## src/rtl/cmos_dvp_gen.sv

```systemverilog
// cmos_dvp_gen: DVP camera-output pattern generator.
// Emits a raster of RGB565 test patterns as a byte stream
// (high byte first) with frame sync (cam_vsync) and line valid (cam_href),
// all registered one clock after the raster position that produced them.
//
// Ports:
//   clk        byte clock, all logic on its rising edge
//   rst_n      asynchronous active-low reset
//   en         generation enable; a running frame always completes
//   mode       pattern: 0 colour bars, 1 gradient, 2 checker, 3 solid
//   solid_rgb  RGB565 colour for mode 3
//   cam_vsync  frame sync, high during the first V_SYNC lines
//   cam_href   line valid, high while active bytes are on cam_data
//   cam_data   pixel byte, 0 whenever cam_href is low
//   frame_done one-cycle pulse aligned with the outputs of the last count
//   frame_cnt  completed-frame counter (wraps)
module cmos_dvp_gen #(
  parameter int H_ACTIVE = 1024,
  parameter int H_TOTAL  = 2240,
  parameter int V_SYNC   = 4,
  parameter int V_BACK   = 16,
  parameter int V_ACTIVE = 768,
  parameter int V_TOTAL  = 1272
) (
  input  logic        clk,
  input  logic        rst_n,
  input  logic        en,
  input  logic [1:0]  mode,
  input  logic [15:0] solid_rgb,
  output logic        cam_vsync,
  output logic        cam_href,
  output logic [7:0]  cam_data,
  output logic        frame_done,
  output logic [15:0] frame_cnt
);

  localparam int HW = $clog2(H_TOTAL);
  localparam int VW = $clog2(V_TOTAL);

  localparam logic [HW-1:0] H_LAST     = HW'(H_TOTAL - 1);
  localparam logic [HW-1:0] H_BYTES    = HW'(2 * H_ACTIVE);
  localparam logic [VW-1:0] V_LAST     = VW'(V_TOTAL - 1);
  localparam logic [VW-1:0] V_SYNC_END = VW'(V_SYNC);
  localparam logic [VW-1:0] V_ACT_BEG  = VW'(V_SYNC + V_BACK);
  localparam logic [VW-1:0] V_ACT_END  = VW'(V_SYNC + V_BACK + V_ACTIVE);
  localparam logic [15:0]   BAR_W      = 16'(H_ACTIVE / 8);
  localparam logic [15:0]   Y_OFS      = 16'(V_SYNC + V_BACK);

  typedef enum logic {ST_IDLE, ST_RUN} state_t;

  state_t        r_state, w_state_nxt;
  logic [HW-1:0] r_h_cnt, w_h_nxt;
  logic [VW-1:0] r_v_cnt, w_v_nxt;
  logic [1:0]    r_mode_q;
  logic [15:0]   r_solid_q;
  logic          r_vsync, r_href, r_frame_done;
  logic [7:0]    r_data;
  logic [15:0]   r_frame_cnt;

  logic          w_run, w_h_last, w_v_last, w_last, w_frame_start;
  logic          w_vsync, w_href;
  logic [15:0]   w_x, w_y, w_pix;
  logic [7:0]    w_byte;

  function automatic logic [15:0] bar_colour(input logic [2:0] b);
    case (b)
      3'd0:    bar_colour = 16'hFFFF;
      3'd1:    bar_colour = 16'hFFE0;
      3'd2:    bar_colour = 16'h07FF;
      3'd3:    bar_colour = 16'h07E0;
      3'd4:    bar_colour = 16'hF81F;
      3'd5:    bar_colour = 16'hF800;
      3'd6:    bar_colour = 16'h001F;
      default: bar_colour = 16'h0000;
    endcase
  endfunction

  function automatic logic [15:0] pattern(input logic [1:0]  m,
                                          input logic [15:0] x,
                                          input logic [15:0] y,
                                          input logic [15:0] fc,
                                          input logic [15:0] sol);
    logic [15:0] bar;
    bar = x / BAR_W;
    case (m)
      2'd0:    pattern = bar_colour(bar[2:0]);
      2'd1:    pattern = {x[4:0], y[5:0], fc[4:0]};
      2'd2:    pattern = (x[5] ^ y[5]) ? 16'hFFFF : 16'h0000;
      default: pattern = sol;
    endcase
  endfunction

  assign w_run         = (r_state == ST_RUN);
  assign w_h_last      = (r_h_cnt == H_LAST);
  assign w_v_last      = (r_v_cnt == V_LAST);
  assign w_last        = w_run && w_h_last && w_v_last;
  assign w_frame_start = w_run && (r_h_cnt == '0) && (r_v_cnt == '0);

  // Next-state / raster counters. The frame is only left at its last count,
  // so dropping en mid-frame never truncates it.
  always_comb begin
    w_state_nxt = r_state;
    w_h_nxt     = r_h_cnt;
    w_v_nxt     = r_v_cnt;
    case (r_state)
      ST_IDLE: begin
        w_h_nxt = '0;
        w_v_nxt = '0;
        if (en) w_state_nxt = ST_RUN;
      end
      ST_RUN: begin
        if (w_h_last) begin
          w_h_nxt = '0;
          if (w_v_last) begin
            w_v_nxt = '0;
            if (!en) w_state_nxt = ST_IDLE;
          end else begin
            w_v_nxt = r_v_cnt + 1'b1;
          end
        end else begin
          w_h_nxt = r_h_cnt + 1'b1;
        end
      end
      default: w_state_nxt = ST_IDLE;
    endcase
  end

  assign w_vsync = w_run && (r_v_cnt < V_SYNC_END);
  assign w_href  = w_run && (r_v_cnt >= V_ACT_BEG) && (r_v_cnt < V_ACT_END) &&
                   (r_h_cnt < H_BYTES);

  // Two bytes per pixel: x drops the byte-select bit of h_cnt.
  assign w_x    = 16'(r_h_cnt[HW-1:1]);
  assign w_y    = 16'(r_v_cnt) - Y_OFS;
  assign w_pix  = pattern(r_mode_q, w_x, w_y, r_frame_cnt, r_solid_q);
  assign w_byte = !w_href ? 8'h00 : (r_h_cnt[0] ? w_pix[7:0] : w_pix[15:8]);

  always_ff @(posedge clk or negedge rst_n) begin
    if (!rst_n) begin
      r_state <= ST_IDLE;
      r_h_cnt <= '0;
      r_v_cnt <= '0;
    end else begin
      r_state <= w_state_nxt;
      r_h_cnt <= w_h_nxt;
      r_v_cnt <= w_v_nxt;
    end
  end

  // Pattern controls are latched once per frame so a frame is never mixed.
  always_ff @(posedge clk or negedge rst_n) begin
    if (!rst_n) begin
      r_mode_q  <= 2'd0;
      r_solid_q <= 16'h0000;
    end else if (w_frame_start) begin
      r_mode_q  <= mode;
      r_solid_q <= solid_rgb;
    end
  end

  always_ff @(posedge clk or negedge rst_n) begin
    if (!rst_n) begin
      r_vsync      <= 1'b0;
      r_href       <= 1'b0;
      r_data       <= 8'h00;
      r_frame_done <= 1'b0;
      r_frame_cnt  <= 16'h0000;
    end else begin
      r_vsync      <= w_vsync;
      r_href       <= w_href;
      r_data       <= w_byte;
      r_frame_done <= w_last;
      r_frame_cnt  <= r_frame_cnt + {15'd0, w_last};
    end
  end

  assign cam_vsync  = r_vsync;
  assign cam_href   = r_href;
  assign cam_data   = r_data;
  assign frame_done = r_frame_done;
  assign frame_cnt  = r_frame_cnt;

endmodule

```

## config.mk

```make
export PLATFORM = sky130hd
export DESIGN_NAME = cmos_dvp_gen
export DESIGN_NICKNAME = d
export VERILOG_FILES = /design/src/rtl/cmos_dvp_gen.sv
export SDC_FILE = /design/constraint.sdc
export NUM_CORES = 1
export LEC_CHECK = 0
export CAP_MARGIN = 20
export CORE_ASPECT_RATIO = 1.4
export CORE_UTILIZATION = 47
export CTS_CLUSTER_DIAMETER = 80
export DETAILED_ROUTE_END_ITERATION = 16
export GPL_ROUTABILITY_DRIVEN = 0
export HOLD_SLACK_MARGIN = 0.15
export PLACE_DENSITY = 0.72
export SYNTH_ARGS = -nofsm -noshare
export SYNTH_HDL_FRONTEND = slang
export SYNTH_SLANG_ARGS = --single-unit
export TNS_END_PERCENT = 5
```

## constraint.sdc

```tcl
create_clock -name clk -period 2.9 [get_ports clk]
set_clock_uncertainty 0.2 [all_clocks]
set_input_delay 0.58 -clock clk [delete_from_list [all_inputs] [get_ports clk]]
set_output_delay 0.58 -clock clk [all_outputs]
set_load 0.005 [all_outputs]
```

==> impl_metrics.yaml <==
worst_hold_path:
  holdPathEnd: "frame_cnt[15]$_DFF_PN0_"
  hold_path_class: "reg -> reg"
  min_from: "frame_cnt[15]$_DFF_PN0_"
  hold_path_depth: 1
run:
  maxCapViolations: 0
critical_path:
  worstPathRequired_ns: 2.93
  start_kind: "register"
  regToRegSetupSlack_ns: 0.20
  reg2reg_from: "r_v_cnt[2]$_DFFE_PN0P_"
  crit_arrival_ns: 2.73
  rr_worst_depth: 8
  endpoint_kind: "register"
  worstSetupPathType: "reg -> reg"
  worstPathMaxFanout: 6
  r2r_end: "frame_cnt[7]$_DFF_PN0_"
timing:
  worstMarginPinSlew_ns: 0.735
  finalSetupTns_ns: 0
  fin_crit_ns: 2.70
  final-hold-violation-count: 0
  rsz0062_at_grt: "false"
  slew_violations: 0
  fmax_ghz: 0.371
  finalCritPeriodShare_pct: 93.0
  setup_viol_count_final: 0
  slew_headroom_pct: 51.0
routing:
  drt_iter0_markers: 191
  wire_per_inst_um: 15.1
  dr.pass1.iters: 4
  drtAntennaViolNets: 0
  wl_mm: 7.64
  viasPerCell: 5.35
  vias: 2713
  drc_errors: 0
cells_and_area:
  final_core_util_pct: 59.9
  final_nets: 436
  drive_gt1_share_pct: 13.2
  nFillCells: 588
  antenna_cells: 0
  area_growth_pct: 22.6
synthesis:
  synth-edff-count: 0
  syn_inst: 349
  synth_cell_types: 42
  ys_warn_count: 0
  ys.flop_type: "dfrtp_1"
  ys_seq_area_share_pct: 48.1
  synth.avg_cell_area_sq_um: 10.3
  synthesis.nets: 380
  yosys_register_bits: 69
  netlist_area_sq_um: 3590
  async_reset_ff_share_pct: 100
clocking:
  cts_sinks: 69
  clockBufferDepth: 2
  clk_latency_ns: 0.35
  cts_tree: "done"
  htreeDepth: 3
  cts_buffers: 9
  post_cts_buffers: 0
  clk_pin_slew_ns: 0.07
  cts_root_buf: "clkbuf_8"
power:
  ir_worst_vdd_uv: 354
  p_leak_nw: 1.93
  powerDensity_nw_per_um2: 424
global_route:
  grt_first_pass_wirelength_mm: 12.6
  grt-ovfl-total: 0
  grt_pass1_vias: 2604
  antenna_found_initial: 0
  grt_usage_pct: 21.0
  grt_max_degree: 66
floorplanning:
  dieArea_sq_um: 8000
  die_y_um: 105
  ios: 48
  start_util_pct: 48.8
  core_area_sq_um: 7360
  die_x_um: 75.9
  placementRows: 37
run_status:
  status: "completed"
place:
  dpl.hpwl_mm: 5.50
  port_buffers: 47
## where the power goes
group | leakage (nW) | total [mW] | switching, mW | internal, mW
registers | 0.898 | 0.991 | 0.0162 | 0.975
logic | 0.940 | 0.0980 | 0.0450 | 0.0530
clock network | 0.0959 | 0.780 | 0.358 | 0.422
## state kept, by name (all words and copies together) (netlist names), 2 cells and up
name / cells
cam_data: 8
r_solid_q: 16
r_mode_q: 2
r_v_cnt: 11
r_h_cnt: 12
frame_cnt: 16
## layout by cell type, fill, tap and decap left out, types with 4 or more instances in the layout
master	instances
dfrtp_1	69
clkdlybuf4s50_1	46
nor2_1	36
nand2_1	28
xnor2_1	19
o21ai_0	17
a21oi_1	17
nand3_1	16
buf_4	12
inv_1	11
xor2_1	10
a31oi_1	10
mux2_4	10
ha_1	10
clkbuf_8	10
and3_1	9
nor3_1	9
mux2_2	9
a211oi_1	8
nand2b_1	7
and4_1	5
and2_1	4
nand4_1	4
a2111oi_0	4
## Yosys cell counts (all sizes together) (11+ instances only)
master,count,area share [%]
a21oi,17,2.4
dfrtp,69,48
inv,11,1.1
mux2,19,7.0
nand2,28,2.9
nand3,16,2.2
nor2,36,3.8
nor3,11,1.7
o21ai,17,2.4
xnor2,19,4.6
## layout make-up
type | count | area, sq um | share of cell area [%]
Clock buffer | 11 | 141 | 3.21
Clock inverter | 5 | 58.8 | 1.33
Inverter | 11 | 41.3 | 0.937
Multi-Input combinational cell | 253 | 1730 | 39.3
Sequential cell | 69 | 1730 | 39.2
Tap cell | 97 | 121 | 2.75
Timing Repair Buffer | 61 | 586 | 13.3
## critical path, cell delays in order (launching register included)
cell     delay, ns
dfrtp_1       0.42
ha_1          0.17
or3b_1        0.36
or3_4         0.41
nor3_2        0.19
ha_1          0.25
and3_1        0.31
nand3_1       0.14
xnor2_1       0.15
## repair_timing
item | in CTS | in global routing
endpoints found under the setup margin | 0 | 9
gates resized for setup | 0 | 1
endpoints found under the hold margin | 4 | 0
hold buffers | 1 | 0
## worst max-delay path by stage
stage	from	endpoint	cells after the start
after detailed placement	r_v_cnt[2]$_DFFE_PN0P_	frame_cnt[15]$_DFF_PN0_	8
after global routing	r_v_cnt[3]$_DFFE_PN0P_	frame_cnt[15]$_DFF_PN0_	9
after floorplan	r_v_cnt[3]$_DFFE_PN0P_	frame_cnt[15]$_DFF_PN0_	10
after CTS	r_v_cnt[2]$_DFFE_PN0P_	frame_cnt[15]$_DFF_PN0_	8
after global placement	r_v_cnt[3]$_DFFE_PN0P_	frame_cnt[15]$_DFF_PN0_	9
final	r_v_cnt[2]$_DFFE_PN0P_	frame_cnt[7]$_DFF_PN0_	8
## stage by stage
step	setup slack, ns	cell area, sq um	hold slack (ns)	power (mW)	std cells
global placement	0.113	4190	0.211	1.11	490
global route	0.0364	4410	0.302	1.95	507
detailed placement	0.0745	4190	0.218	1.11	490
finish	0.204	4410	0.273	1.87	507
CTS	0.0567	4400	0.276	1.89	507
floorplan	0.0890	3590	0.0844	1.05	349
## cell families (layout without fill, tap and decap cells)
kind of cell,count (synthesis),in the layout,share of synthesized area [%]
flops,69,69,48.1
mux,19,19,7.00
simple gates,130,130,19.3
fa+ha+maj,10,10,3.48
compound gates,65,65,11.2
xor+xnor,29,29,7.07
buf+inv,27,88,3.90
## per-layer routing
| layer | wire (um) | GRT usage [%] |
|---|---|---|
| met3 | 256 | 4.68 |
| met1 | 3410 | 27.7 |
| met4 | 113 | 6.75 |
| met2 | 3860 | 33.7 |
| met5 | 0 | 0 |
No activity file was read; power rests on OpenSTA's default activity.
